--- src/rtl/wb_gpio_bridge.sv ---
// wb_gpio_bridge: Wishbone slave GPIO controller.
//
// Purpose: exposes up to 64 pad pins through a 256-byte register window.
// It provides output and output-enable registers, a 2-flop input
// synchroniser, per-pin rising/falling edge detection, sticky W1C
// interrupt status and a registered level interrupt. Pins set in
// RESERVED_MASK are always inputs, and their register bits stay 0.
//
// Register map (LO word = bits 31:0, HI word = bits 63:32):
//   0x00/0x04 OUT   rw
//   0x08/0x0C OE    rw, 1 = drive
//   0x10/0x14 IN    ro, synchronised pin state
//   0x18/0x1C IE    rw, edge interrupt enable
//   0x20/0x24 EDGE  rw, 1 = rising, 0 = falling
//   0x28/0x2C STAT  W1C sticky event status
//   Any other offset in the window is acked, reads 0 and ignores writes.
//
// Ports:
//   wb_clk_i   sole clock
//   wb_rst_i   synchronous active-high reset
//   wbs_*      Wishbone slave (cyc, stb, we, sel, adr, dat in; ack, dat out)
//   gpio_in    asynchronous pad inputs
//   gpio_out   pad output values
//   gpio_oeb   active-low pad output enables
//   irq        level interrupt, |(STAT & IE), registered
module wb_gpio_bridge #(
    parameter int unsigned NUM_GPIO      = 38,
    parameter logic [63:0] RESERVED_MASK = 64'h1E,
    parameter logic [31:0] BASE_ADDR     = 32'h3000_0000
) (
    input  logic                wb_clk_i,
    input  logic                wb_rst_i,
    input  logic                wbs_cyc_i,
    input  logic                wbs_stb_i,
    input  logic                wbs_we_i,
    input  logic [3:0]          wbs_sel_i,
    input  logic [31:0]         wbs_adr_i,
    input  logic [31:0]         wbs_dat_i,
    output logic                wbs_ack_o,
    output logic [31:0]         wbs_dat_o,
    input  logic [NUM_GPIO-1:0] gpio_in,
    output logic [NUM_GPIO-1:0] gpio_out,
    output logic [NUM_GPIO-1:0] gpio_oeb,
    output logic                irq
);

    // Bits that exist as pins, and the subset software may set.
    localparam logic [63:0] VALID_MASK = (NUM_GPIO >= 64) ? {64{1'b1}} :
                                         ((64'd1 << NUM_GPIO) - 64'd1);
    localparam logic [63:0] WR_MASK    = VALID_MASK & ~RESERVED_MASK;

    localparam logic [4:0] REG_OUT  = 5'd0;
    localparam logic [4:0] REG_OE   = 5'd1;
    localparam logic [4:0] REG_IN   = 5'd2;
    localparam logic [4:0] REG_IE   = 5'd3;
    localparam logic [4:0] REG_EDGE = 5'd4;
    localparam logic [4:0] REG_STAT = 5'd5;

    // Registers
    logic [63:0]         r_out;
    logic [63:0]         r_oe;
    logic [63:0]         r_ie;
    logic [63:0]         r_edge;
    logic [63:0]         r_stat;
    logic [NUM_GPIO-1:0] r_sync1;
    logic [NUM_GPIO-1:0] r_sync2;
    logic [NUM_GPIO-1:0] r_prev;
    logic                r_ack;
    logic [31:0]         r_dat;
    logic                r_irq;

    // Bus decode
    logic        w_hit;
    logic        w_acc;
    logic        w_wr;
    logic        w_hi;
    logic [4:0]  w_reg;
    logic [31:0] w_lane32;
    logic [63:0] w_lane;
    logic [63:0] w_wdat;
    logic        w_unused_adr;

    // Input path / events
    logic [63:0] w_in;
    logic [63:0] w_prev;
    logic [63:0] w_rise;
    logic [63:0] w_fall;
    logic [63:0] w_ev;
    logic [63:0] w_clr;

    // Next-state and read mux
    logic [63:0] w_out_d;
    logic [63:0] w_oe_d;
    logic [63:0] w_ie_d;
    logic [63:0] w_edge_d;
    logic [63:0] w_stat_d;
    logic [63:0] w_rd64;
    logic [31:0] w_rd32;

    // An access is taken only on a hit cycle that is not already acking,
    // so a held strobe gets one ack every second cycle.
    assign w_hit  = wbs_cyc_i & wbs_stb_i & (wbs_adr_i[31:8] == BASE_ADDR[31:8]);
    assign w_acc  = w_hit & ~r_ack;
    assign w_wr   = w_acc & wbs_we_i;
    assign w_hi   = wbs_adr_i[2];
    assign w_reg  = wbs_adr_i[7:3];

    // Word-aligned register file; the byte offset bits carry no meaning.
    assign w_unused_adr = ^wbs_adr_i[1:0];

    assign w_lane32 = {{8{wbs_sel_i[3]}}, {8{wbs_sel_i[2]}},
                       {8{wbs_sel_i[1]}}, {8{wbs_sel_i[0]}}};
    assign w_lane   = w_hi ? {w_lane32, 32'h0} : {32'h0, w_lane32};
    assign w_wdat   = {wbs_dat_i, wbs_dat_i};

    assign w_in   = 64'(r_sync2);
    assign w_prev = 64'(r_prev);
    assign w_rise = w_in & ~w_prev;
    assign w_fall = ~w_in & w_prev;
    assign w_ev   = r_ie & ((r_edge & w_rise) | (~r_edge & w_fall));

    // W1C: only selected lanes written with 1 clear; a new event still sets.
    assign w_clr    = (w_wr && (w_reg == REG_STAT)) ? (w_lane & w_wdat) : 64'h0;
    assign w_stat_d = ((r_stat & ~w_clr) | w_ev) & WR_MASK;

    function automatic logic [63:0] merge_lanes(input logic [63:0] old_val,
                                                input logic [63:0] lane,
                                                input logic [63:0] data);
        return ((old_val & ~lane) | (data & lane)) & WR_MASK;
    endfunction

    always_comb begin
        w_out_d  = r_out;
        w_oe_d   = r_oe;
        w_ie_d   = r_ie;
        w_edge_d = r_edge;
        if (w_wr) begin
            case (w_reg)
                REG_OUT:  w_out_d  = merge_lanes(r_out, w_lane, w_wdat);
                REG_OE:   w_oe_d   = merge_lanes(r_oe, w_lane, w_wdat);
                REG_IE:   w_ie_d   = merge_lanes(r_ie, w_lane, w_wdat);
                REG_EDGE: w_edge_d = merge_lanes(r_edge, w_lane, w_wdat);
                default:  ;
            endcase
        end
    end

    always_comb begin
        w_rd64 = 64'h0;
        case (w_reg)
            REG_OUT:  w_rd64 = r_out;
            REG_OE:   w_rd64 = r_oe;
            REG_IN:   w_rd64 = w_in;
            REG_IE:   w_rd64 = r_ie;
            REG_EDGE: w_rd64 = r_edge;
            REG_STAT: w_rd64 = r_stat;
            default:  w_rd64 = 64'h0;
        endcase
        w_rd32 = w_hi ? w_rd64[63:32] : w_rd64[31:0];
    end

    always_ff @(posedge wb_clk_i) begin
        if (wb_rst_i) begin
            r_out   <= 64'h0;
            r_oe    <= 64'h0;
            r_ie    <= 64'h0;
            r_edge  <= 64'h0;
            r_stat  <= 64'h0;
            r_sync1 <= '0;
            r_sync2 <= '0;
            r_prev  <= '0;
            r_ack   <= 1'b0;
            r_dat   <= 32'h0;
            r_irq   <= 1'b0;
        end else begin
            r_out   <= w_out_d;
            r_oe    <= w_oe_d;
            r_ie    <= w_ie_d;
            r_edge  <= w_edge_d;
            r_stat  <= w_stat_d;
            r_sync1 <= gpio_in;
            r_sync2 <= r_sync1;
            r_prev  <= r_sync2;
            r_ack   <= w_acc;
            // Read data is only non-zero in the ack cycle.
            r_dat   <= w_acc ? w_rd32 : 32'h0;
            r_irq   <= |(r_stat & r_ie);
        end
    end

    assign wbs_ack_o = r_ack;
    assign wbs_dat_o = r_dat;
    // Reserved bits of r_out/r_oe are held at 0, giving out=0, oeb=1.
    assign gpio_out  = r_out[NUM_GPIO-1:0];
    assign gpio_oeb  = ~r_oe[NUM_GPIO-1:0];
    assign irq       = r_irq;

endmodule
--- config.mk ---
export PLATFORM = sky130hd
export DESIGN_NAME = wb_gpio_bridge
export DESIGN_NICKNAME = d
export VERILOG_FILES = /design/src/rtl/wb_gpio_bridge.sv
export SDC_FILE = /design/constraint.sdc
export NUM_CORES = 1
export LEC_CHECK = 0
export ABC_AREA = 1
export BUFFER_PORTS_ARGS = -buffer_cell sky130_fd_sc_hd__buf_2
export CAP_MARGIN = 0
export CELL_PAD_IN_SITES_DETAIL_PLACEMENT = 1
export CELL_PAD_IN_SITES_GLOBAL_PLACEMENT = 1
export CORE_MARGIN = 2
export CORE_UTILIZATION = 41
export DETAILED_ROUTE_END_ITERATION = 10
export PLACE_DENSITY_LB_ADDON = 0.1
export SLEW_MARGIN = 15
export SYNTH_ARGS = -nofsm -noshare
export SYNTH_HDL_FRONTEND = slang
export SYNTH_SLANG_ARGS = --single-unit
--- constraint.sdc ---
create_clock -name wb_clk_i -period 1.74 [get_ports wb_clk_i]
set_clock_uncertainty 0.1 [all_clocks]
set_input_delay 0 -clock wb_clk_i [delete_from_list [all_inputs] [get_ports wb_clk_i]]
set_output_delay 0 -clock wb_clk_i [all_outputs]
set_load 0.02 [all_outputs]
==> results.txt, run 1 <==
The worst path needs 1.73 ns of the cycle, external delays included. The post-detailed-routing wire length was 46,700 µm; the proportion of register bits with asynchronous set or reset after synthesis was 0%. The final route contains 13,700 vias. Entering global routing, the biggest net connects 96 pins. The run gives 14,200 as the number of global-route vias before repair. For this design the ratio of total power to cell area is 885 nW/µm². The run gives 1 as the initial antenna violation count. The synthesized design contains 0 enable-type register cells. The worst path meets setup with 0.0102 ns of slack. Timing would allow up to 578 MHz. The worst endpoint required time came out at 2.05 ns.

After detailed routing, the number of remaining DRC violations is 0. The region available for standard cell placement spans 33,700 µm². In this run the worst path has a maximum fanout of 10. The die is 190 µm wide. For this run, the detailed router's first-pass iteration total came to 5. At the pin with the least slew margin, the transition time is 0.525 ns. Setup violations remaining at the end of the flow were counted as 0.

Hold timing on the final database bottoms out at a slack of 0.0329 ns. The clock net sink count is 314, and the number of cells produced by synthesis is 1,989. Initial core utilization: 41.9%. The type of origin of the critical path is a flip-flop. The category of the worst setup path capture point was a flip-flop. Clock-pin slew was measured on the worst setup and hold paths at 0.05 ns. The post-route clock period utilization is 99.4%, and the detail-routed via count per cell is 4.91. The average instance in the mapped netlist occupies 7.10 µm². The floorplan has 67 rows. The worst slack after detailed placement is -0.132 ns.

After the first detailed-routing iteration, the DRC count stood at 558. The insertion delay of the later-clocked pin in the worst-skew pair is 0.52 ns, and the sum of net half-perimeters after detailed placement is 31,100 µm. Sequential element share of the synthesized area: 44.5%.

Most frequently used flop master after synthesis: sky130_fd_sc_hd__dfxtp_1. Type of the tightest min-delay check: in -> reg. The count of buffers from port buffering came out at 210. The root buffer cell chosen for the clock tree is sky130_fd_sc_hd__clkbuf_16. Routability-driven placement finished with a final weighted congestion of 0.829. The net count of the finished layout is 2,423.

The die is 190 µm tall. Measured on the finished design, the core utilization comes to 54.4%. The final total power was 16.2 mW; the average wire per standard cell was 16.8 µm. In this run, CTS created clock tree buffers numbering 37. The max-capacitance violation count is 0, and the combined global-route utilization of all metal layers is 25.7%.

TritonCTS built the clock tree. The total overflow left after global routing is 0. The run gives 14,100 µm² as the cell area after synthesis.

The run gives 3 as the maximum buffer depth of the clock tree. Setup repair after global routing could not meet its margin everywhere. Counting distinct cell types in the post-synthesis netlist gives 29. The die covers 35,900 µm². The run gives 65.0% as the normalized max-slew margin.

For the worst setup path, the data arrival time is 2.04 ns. The tools report the number of max-slew violations in the final report as 0. The logs give 2 for the maximum level of the CTS H-tree and 0 for the number of antenna-violating nets in the routed design.

The worst-case IR drop observed on VDD is 667 µV. The repair_antennas step left the layout with diodes totalling 0. The first-pass GRT wire length was 73,800 µm; the number of endpoints with negative hold slack in the final report was 0. Of the cells placed in the final design, the portion with a size suffix greater than 1 is 16.4%. In this run the count of I/O pins placed on the die edge is 221. The synthesis-to-layout area growth works out to 29.8%. In this run, synthesis produced a sequential element count of 314.

During synthesis, Yosys emitted a total of 0 warnings. The worst setup path is of the reg -> reg kind. The run gives 8.38 nW as the leakage power of the design.

The run finished with clean final reports.
-- through the flow --
step	area (µm²)	std cells	setup TNS, ns
finish	18300	2787	0
global route	18300	2787	-3.12
CTS	18100	2776	0
detailed placement	15700	2604	-3.96
global placement	15700	2604	-0.180
floorplan	14100	1995	0
-- final timing paths --
kind,start,end,cells after the start,slack [ns]
setup / recovery,wbs_ack_o,flip-flop,9,0.01
hold / removal,wbs_adr_i[28],wbs_ack_o,8,0.03
setup reg to reg,wbs_ack_o,flip-flop,9,0.01
hold reg to reg,r_sync1[11],r_sync2[11],2,0.30
-- area by class of cell --
cell class,count,area [µm²]
Sequential cell,314,6290
Timing Repair Buffer,373,2820
Multi-Input combinational cell,1128,5680
Fill cell,4297,15400
Clock inverter,13,121
Tap cell,448,561
Inverter,458,1740
Clock buffer,53,1120
-- cells by family (layout without fill, tap and decap cells) --
logic type / after synthesis / count (layout) / share of synthesized area, %
and+or+nand+nor: 802 / 802 / 24.9
buffers and inverters: 553 / 897 / 16.0
AOI/OAI and AO/OA: 318 / 318 / 14.5
DFF: 314 / 314 / 44.5
other: 2 / 8 / 0.0532
-- repair_timing --
action | CTS | global route
setup buffers | 4 | 11
endpoints found under the hold margin | 263 | 0
resized for setup | 5 | 30
setup endpoints to repair | 78 | 148
hold buffers | 102 | 0
cloned | 0 | 0
pin swaps | 3 | 18
-- power by group --
| part | switching, mW | total, mW | internal (mW) |
|---|---|---|---|
| combinational | 0.572 | 1.02 | 0.450 |
| clock | 3.10 | 7.87 | 4.77 |
| sequential | 0.0355 | 7.33 | 7.29 |
-- critical path, cell delays in order (launching register included) --
cell                       delay [ns]
sky130_fd_sc_hd__dfxtp_1         0.30
sky130_fd_sc_hd__nor2_1          0.10
sky130_fd_sc_hd__nand3_1         0.12
sky130_fd_sc_hd__nor2_4          0.21
sky130_fd_sc_hd__buf_12          0.20
sky130_fd_sc_hd__buf_6           0.13
sky130_fd_sc_hd__nand4_4         0.08
sky130_fd_sc_hd__buf_6           0.18
sky130_fd_sc_hd__o21bai_1        0.13
sky130_fd_sc_hd__nor2_1          0.07
-- cell usage in the layout (no fill, tap or decap), types with 2 or more instances in the layout --
master / instances
sky130_fd_sc_hd__inv_1: 450
sky130_fd_sc_hd__nand2_1: 329
sky130_fd_sc_hd__nor2_1: 319
sky130_fd_sc_hd__dfxtp_1: 314
sky130_fd_sc_hd__buf_2: 209
sky130_fd_sc_hd__o21bai_1: 136
sky130_fd_sc_hd__dlygate4sd3_1: 102
sky130_fd_sc_hd__o22ai_1: 69
sky130_fd_sc_hd__o21ai_0: 68
sky130_fd_sc_hd__nand3_1: 44
sky130_fd_sc_hd__nand4_1: 40
sky130_fd_sc_hd__clkbuf_16: 39
sky130_fd_sc_hd__a21oi_1: 38
sky130_fd_sc_hd__buf_4: 34
sky130_fd_sc_hd__nor3_1: 27
sky130_fd_sc_hd__buf_12: 21
sky130_fd_sc_hd__nor2_2: 17
sky130_fd_sc_hd__nand4_4: 16
sky130_fd_sc_hd__clkinv_2: 9
sky130_fd_sc_hd__clkbuf_8: 9
sky130_fd_sc_hd__conb_1: 8
sky130_fd_sc_hd__buf_6: 7
sky130_fd_sc_hd__nor2_4: 6
sky130_fd_sc_hd__inv_2: 6
sky130_fd_sc_hd__clkbuf_1: 5
sky130_fd_sc_hd__a22o_1: 3
sky130_fd_sc_hd__nand4_2: 2
sky130_fd_sc_hd__o221ai_1: 2
sky130_fd_sc_hd__bufinv_16: 2
-- cells in the mapped netlist (3+ instances only) --
master | instances | area [µm²]
sky130_fd_sc_hd__nor3_1 | 27 | 135
sky130_fd_sc_hd__nand2_1 | 330 | 1240
sky130_fd_sc_hd__a22o_1 | 3 | 26.3
sky130_fd_sc_hd__buf_4 | 13 | 97.6
sky130_fd_sc_hd__o21bai_1 | 136 | 1020
sky130_fd_sc_hd__o21ai_0 | 68 | 340
sky130_fd_sc_hd__dfxtp_1 | 314 | 6290
sky130_fd_sc_hd__nand4_2 | 4 | 50.1
sky130_fd_sc_hd__nand3_1 | 44 | 220
sky130_fd_sc_hd__nand4_1 | 40 | 250
sky130_fd_sc_hd__buf_6 | 11 | 124
sky130_fd_sc_hd__buf_2 | 23 | 115
sky130_fd_sc_hd__a21oi_1 | 38 | 190
sky130_fd_sc_hd__o22ai_1 | 69 | 432
sky130_fd_sc_hd__nand4_4 | 14 | 298
sky130_fd_sc_hd__inv_1 | 450 | 1690
sky130_fd_sc_hd__nor2_1 | 338 | 1270
sky130_fd_sc_hd__inv_2 | 7 | 26.3
sky130_fd_sc_hd__clkbuf_1 | 46 | 173
-- metal layers --
layer / vias to the layer above / global-route usage (%) / wire length (µm)
met2: 313 / 44.8 / 22500
met1: 6586 / 32.8 / 21000
li1: 6709 / - / -
met4: 2 / 8.05 / 1040
met5: - / 0 / 13
met3: 69 / 3.78 / 2170
Power figures use the tool's default switching activity.
==> run 2, diff against run 1 <==
--- a/config.mk
+++ b/config.mk
@@ -14,6 +14,7 @@
 export CORE_UTILIZATION = 41
 export DETAILED_ROUTE_END_ITERATION = 10
 export PLACE_DENSITY_LB_ADDON = 0.1
+export SETUP_SLACK_MARGIN = 0.15
 export SLEW_MARGIN = 15
 export SYNTH_ARGS = -nofsm -noshare
 export SYNTH_HDL_FRONTEND = slang
==> results.txt, run 2 (synthesized netlist as in run 1, its figures left out) <==
The run finished, with violations left. The checks that failed: setup timing. The logs give 2,445 (+0.91%) for the net total in the final layout and 221 (unchanged) for the total I/O pin count.

The sum of net half-perimeters after detailed placement was 30,900 µm (-0.74%); the largest fanout of any net on the critical path was 7 (-3). The clock share of power is 49.9% (+1.4 points), and the number of antenna-violating nets in the routed design is 0 (unchanged). The count of standard-cell rows is 67 (unchanged). The run gives 13.0 mW (+3.6%) as the total internal power.

Setup repair after global routing could not meet its margin everywhere. The average wire per standard cell came out at 17.1 µm (+2.1%). The shortest period the worst path allows came out at 1.74 ns (+0.0125 ns).

The combined global-route utilization of all metal layers was 26.3% (+0.58 points); the initial core utilization was 41.9% (unchanged). The tools report the buffer cell driving the clock tree root as sky130_fd_sc_hd__clkbuf_16. On the critical path, the stage with the largest delay is an instance of sky130_fd_sc_hd__dfxtp_1. The die outline height works out to 190 µm (unchanged). The logs give 0 (unchanged) for the total DRC errors in the routed layout and 13,800 (+0.94%) for the number of vias after detailed routing. The maximum buffer depth of the clock tree came out at 3 (unchanged). The worst endpoint required time is 2.05 ns (about the same). The die outline width came out at 190 µm (unchanged). The detail-routed via count per cell was 4.92 (+0.15%); the share of cells above drive strength 1 was 18.3% (+1.9 points).

STA classifies the critical path startpoint as a flip-flop. Worst-case hold slack: 0.0243 ns (-0.00852 ns). For the final total power, the log shows 16.7 mW (+3.0%). The logs give 314 (unchanged) for the clock net sink count and 0 (unchanged) for the number of endpoints with negative hold slack in the final report. The switching component of the power is 3.75 mW (+1.1%). The initial antenna violation count was 0 (-1); the maximum level of the CTS H-tree was 2 (unchanged). The proportion of power drawn by combinational gates is 6.3% (about the same), and the depth of the most critical reg-to-reg path is 9 (unchanged). Leaving out fill and tap cells, the most frequent cells in the layout are 449 x sky130_fd_sc_hd__inv_1, 325 x sky130_fd_sc_hd__nand2_1, 314 x sky130_fd_sc_hd__dfxtp_1, 311 x sky130_fd_sc_hd__nor2_1, 209 x sky130_fd_sc_hd__buf_2. The placeable core area was 33,700 µm² (unchanged); the setup violation total in the final timing report was 1 (+1).

The arrival time of data at the critical path endpoint is 2.05 ns (about the same), and the number of max-slew violations in the final report is 0 (unchanged). The final design area excluding fillers was 19,000 µm² (+3.6%). The die outline area is 35,900 µm² (unchanged). The signal on the critical path passes through nor2_1 -> nand3_1 -> nor2_4 -> buf_12 -> buf_12 -> buf_4 -> nand4_4 -> o21bai_1 -> nor2_1. Worst hold path cell count: 5 (-3). The count of buffers from port buffering came out at 210 (unchanged). The worst setup slack for register-to-register paths is -0.002 ns (about the same).

The tightest min-delay check is of the in -> reg type. The tools report the number of search-and-repair iterations in the first detailed-routing pass as 5 (unchanged). The insertion delay of the later-clocked pin in the worst-skew pair was 0.53 ns (about the same); the number of design-rule violations left by the first detailed-router iteration was 622 (+11%).

The tools report the total overflow reported by the global router as 0 (unchanged). Leaving out fill and tap cells, the most frequent cell in the layout is sky130_fd_sc_hd__inv_1. The largest incremental delay on the critical path was 0.31 ns (about the same); the maximum number of pins on one net before global-route repair was 82 (-15%). The worst setup path is of the reg -> reg kind.

Number of global-route vias before repair: 14,300 (+0.58%). The logs give 45.3% (+0.49 points) for the met2 routing resource usage after global routing and -0.00228 ns (-0.0125 ns) for the final worst slack. The logs give 0.814 (-1.8%) for the weighted congestion at the end of routability-driven global placement and 34.1% (+1.3 points) for the global-route met1 utilization. The max-capacitance violation count was 0 (unchanged); the synthesis-to-layout area growth was 34.4%. The layer flagged by global routing as most heavily used is met2. The post-detailed-routing wire length is 48,100 µm (+2.9%), and the peak ir drop on the vdd network is 637 µV (-4.6%).

The part of the power in registers was 43.8% (-1.4 points); the switching share of power was 22.4% (-0.44 points). TritonCTS built the clock tree. The tools report the leakage power of the design as 8.61 nW (+2.7%).

The clock-pin slew on the worst setup and hold paths was 0.06 ns (about the same). The instance area after placement came out at 15,800 µm² (+0.21%). The highest achievable clock rate came out at 574 MHz (-0.72%). The worst setup path is captured at a flip-flop.

The total CTS buffers was 37 (unchanged); the first-pass GRT wire length was 75,300 µm (+2.1%). The post-route clock period utilization came out at 100% (+0.72 points). The met3 track demand over resource is 3.86% (+0.074 points). Areal power density over the cells: 881 nW/µm² (-0.49%).

The tools report the number of diodes added for antenna fixing as 0 (unchanged).
-- run 2: cell types whose count changed in the layout (fill, tap and decap cells not counted), moves of 5 or more --
cell                       change
sky130_fd_sc_hd__o21bai_1      -6
sky130_fd_sc_hd__nor2_4       +20
sky130_fd_sc_hd__buf_16        +5
sky130_fd_sc_hd__o21bai_4      +5
sky130_fd_sc_hd__buf_6        +14
sky130_fd_sc_hd__nor2_1        -8
sky130_fd_sc_hd__nor2_2       -12
-- run 2: path summary, 6_finish.rpt --
kind                             startpoint           to
worst max-delay path              wbs_ack_o    flip-flop
worst max register to register    wbs_ack_o    flip-flop
worst min-delay path               wbs_we_i    r_stat[8]
worst min register to register  r_sync1[30]  r_sync2[30]
-- run 2: layer usage --
layer / routed length [µm] / up-vias
li1: - / 6780
met4: 1230 / 0
met2: 23100 / 329
met1: 21600 / 6620
met5: 0 / -
met3: 2150 / 79
-- run 2: what timing repair did --
action,CTS,global route
gates cloned,5,1
endpoints found under the setup margin,152,199
resized for setup,58,44
hold buffers,102,0
hold endpoints to repair,282,0
setup buffers,23,6
pin swaps,4,28
-- run 2: area by class of cell --
class / count / area [µm²]
Clock buffer: 52 / 1110
Clock inverter: 14 / 203
Fill cell: 4264 / 14700
Inverter: 458 / 1740
Multi-Input combinational cell: 1130 / 5940
Sequential cell: 314 / 6290
Tap cell: 448 / 561
Timing Repair Buffer: 393 / 3120
-- run 2: stage by stage --
stage	setup WS, ns	utilization [%]	instances	TNS (ns)
final	-0.00228	56.3	2809	-0.00228
after global routing	-0.0774	56.3	2809	-2.82
after CTS	0.0300	55.5	2802	0
after detailed placement	-0.130	46.8	2606	-3.64
after global placement	-0.00734	46.8	2606	-0.0372
after floorplan	0.151	-	1995	0
-- run 2: power groups by stage --
| stage | logic (mW) | clock network [mW] | registers, mW |
|---|---|---|---|
| final | 1.05 | 8.33 | 7.33 |
| after global routing | 1.16 | 8.78 | 7.33 |
| after CTS | 1.02 | 8.51 | 7.33 |
| after detailed placement | 0.831 | 0 | 7.48 |
| after global placement | 0.810 | 0 | 7.48 |
| after floorplan | 0.492 | 0 | 7.47 |
-- run 2: worst max-delay path: cells and delay by family, from the launching register on --
family / cells / cell delay (ns)
AOI/OAI and AO/OA: 1 / 0.20
buffers and inverters: 3 / 0.43
DFF: 1 / 0.31
and+or+nand+nor: 5 / 0.59
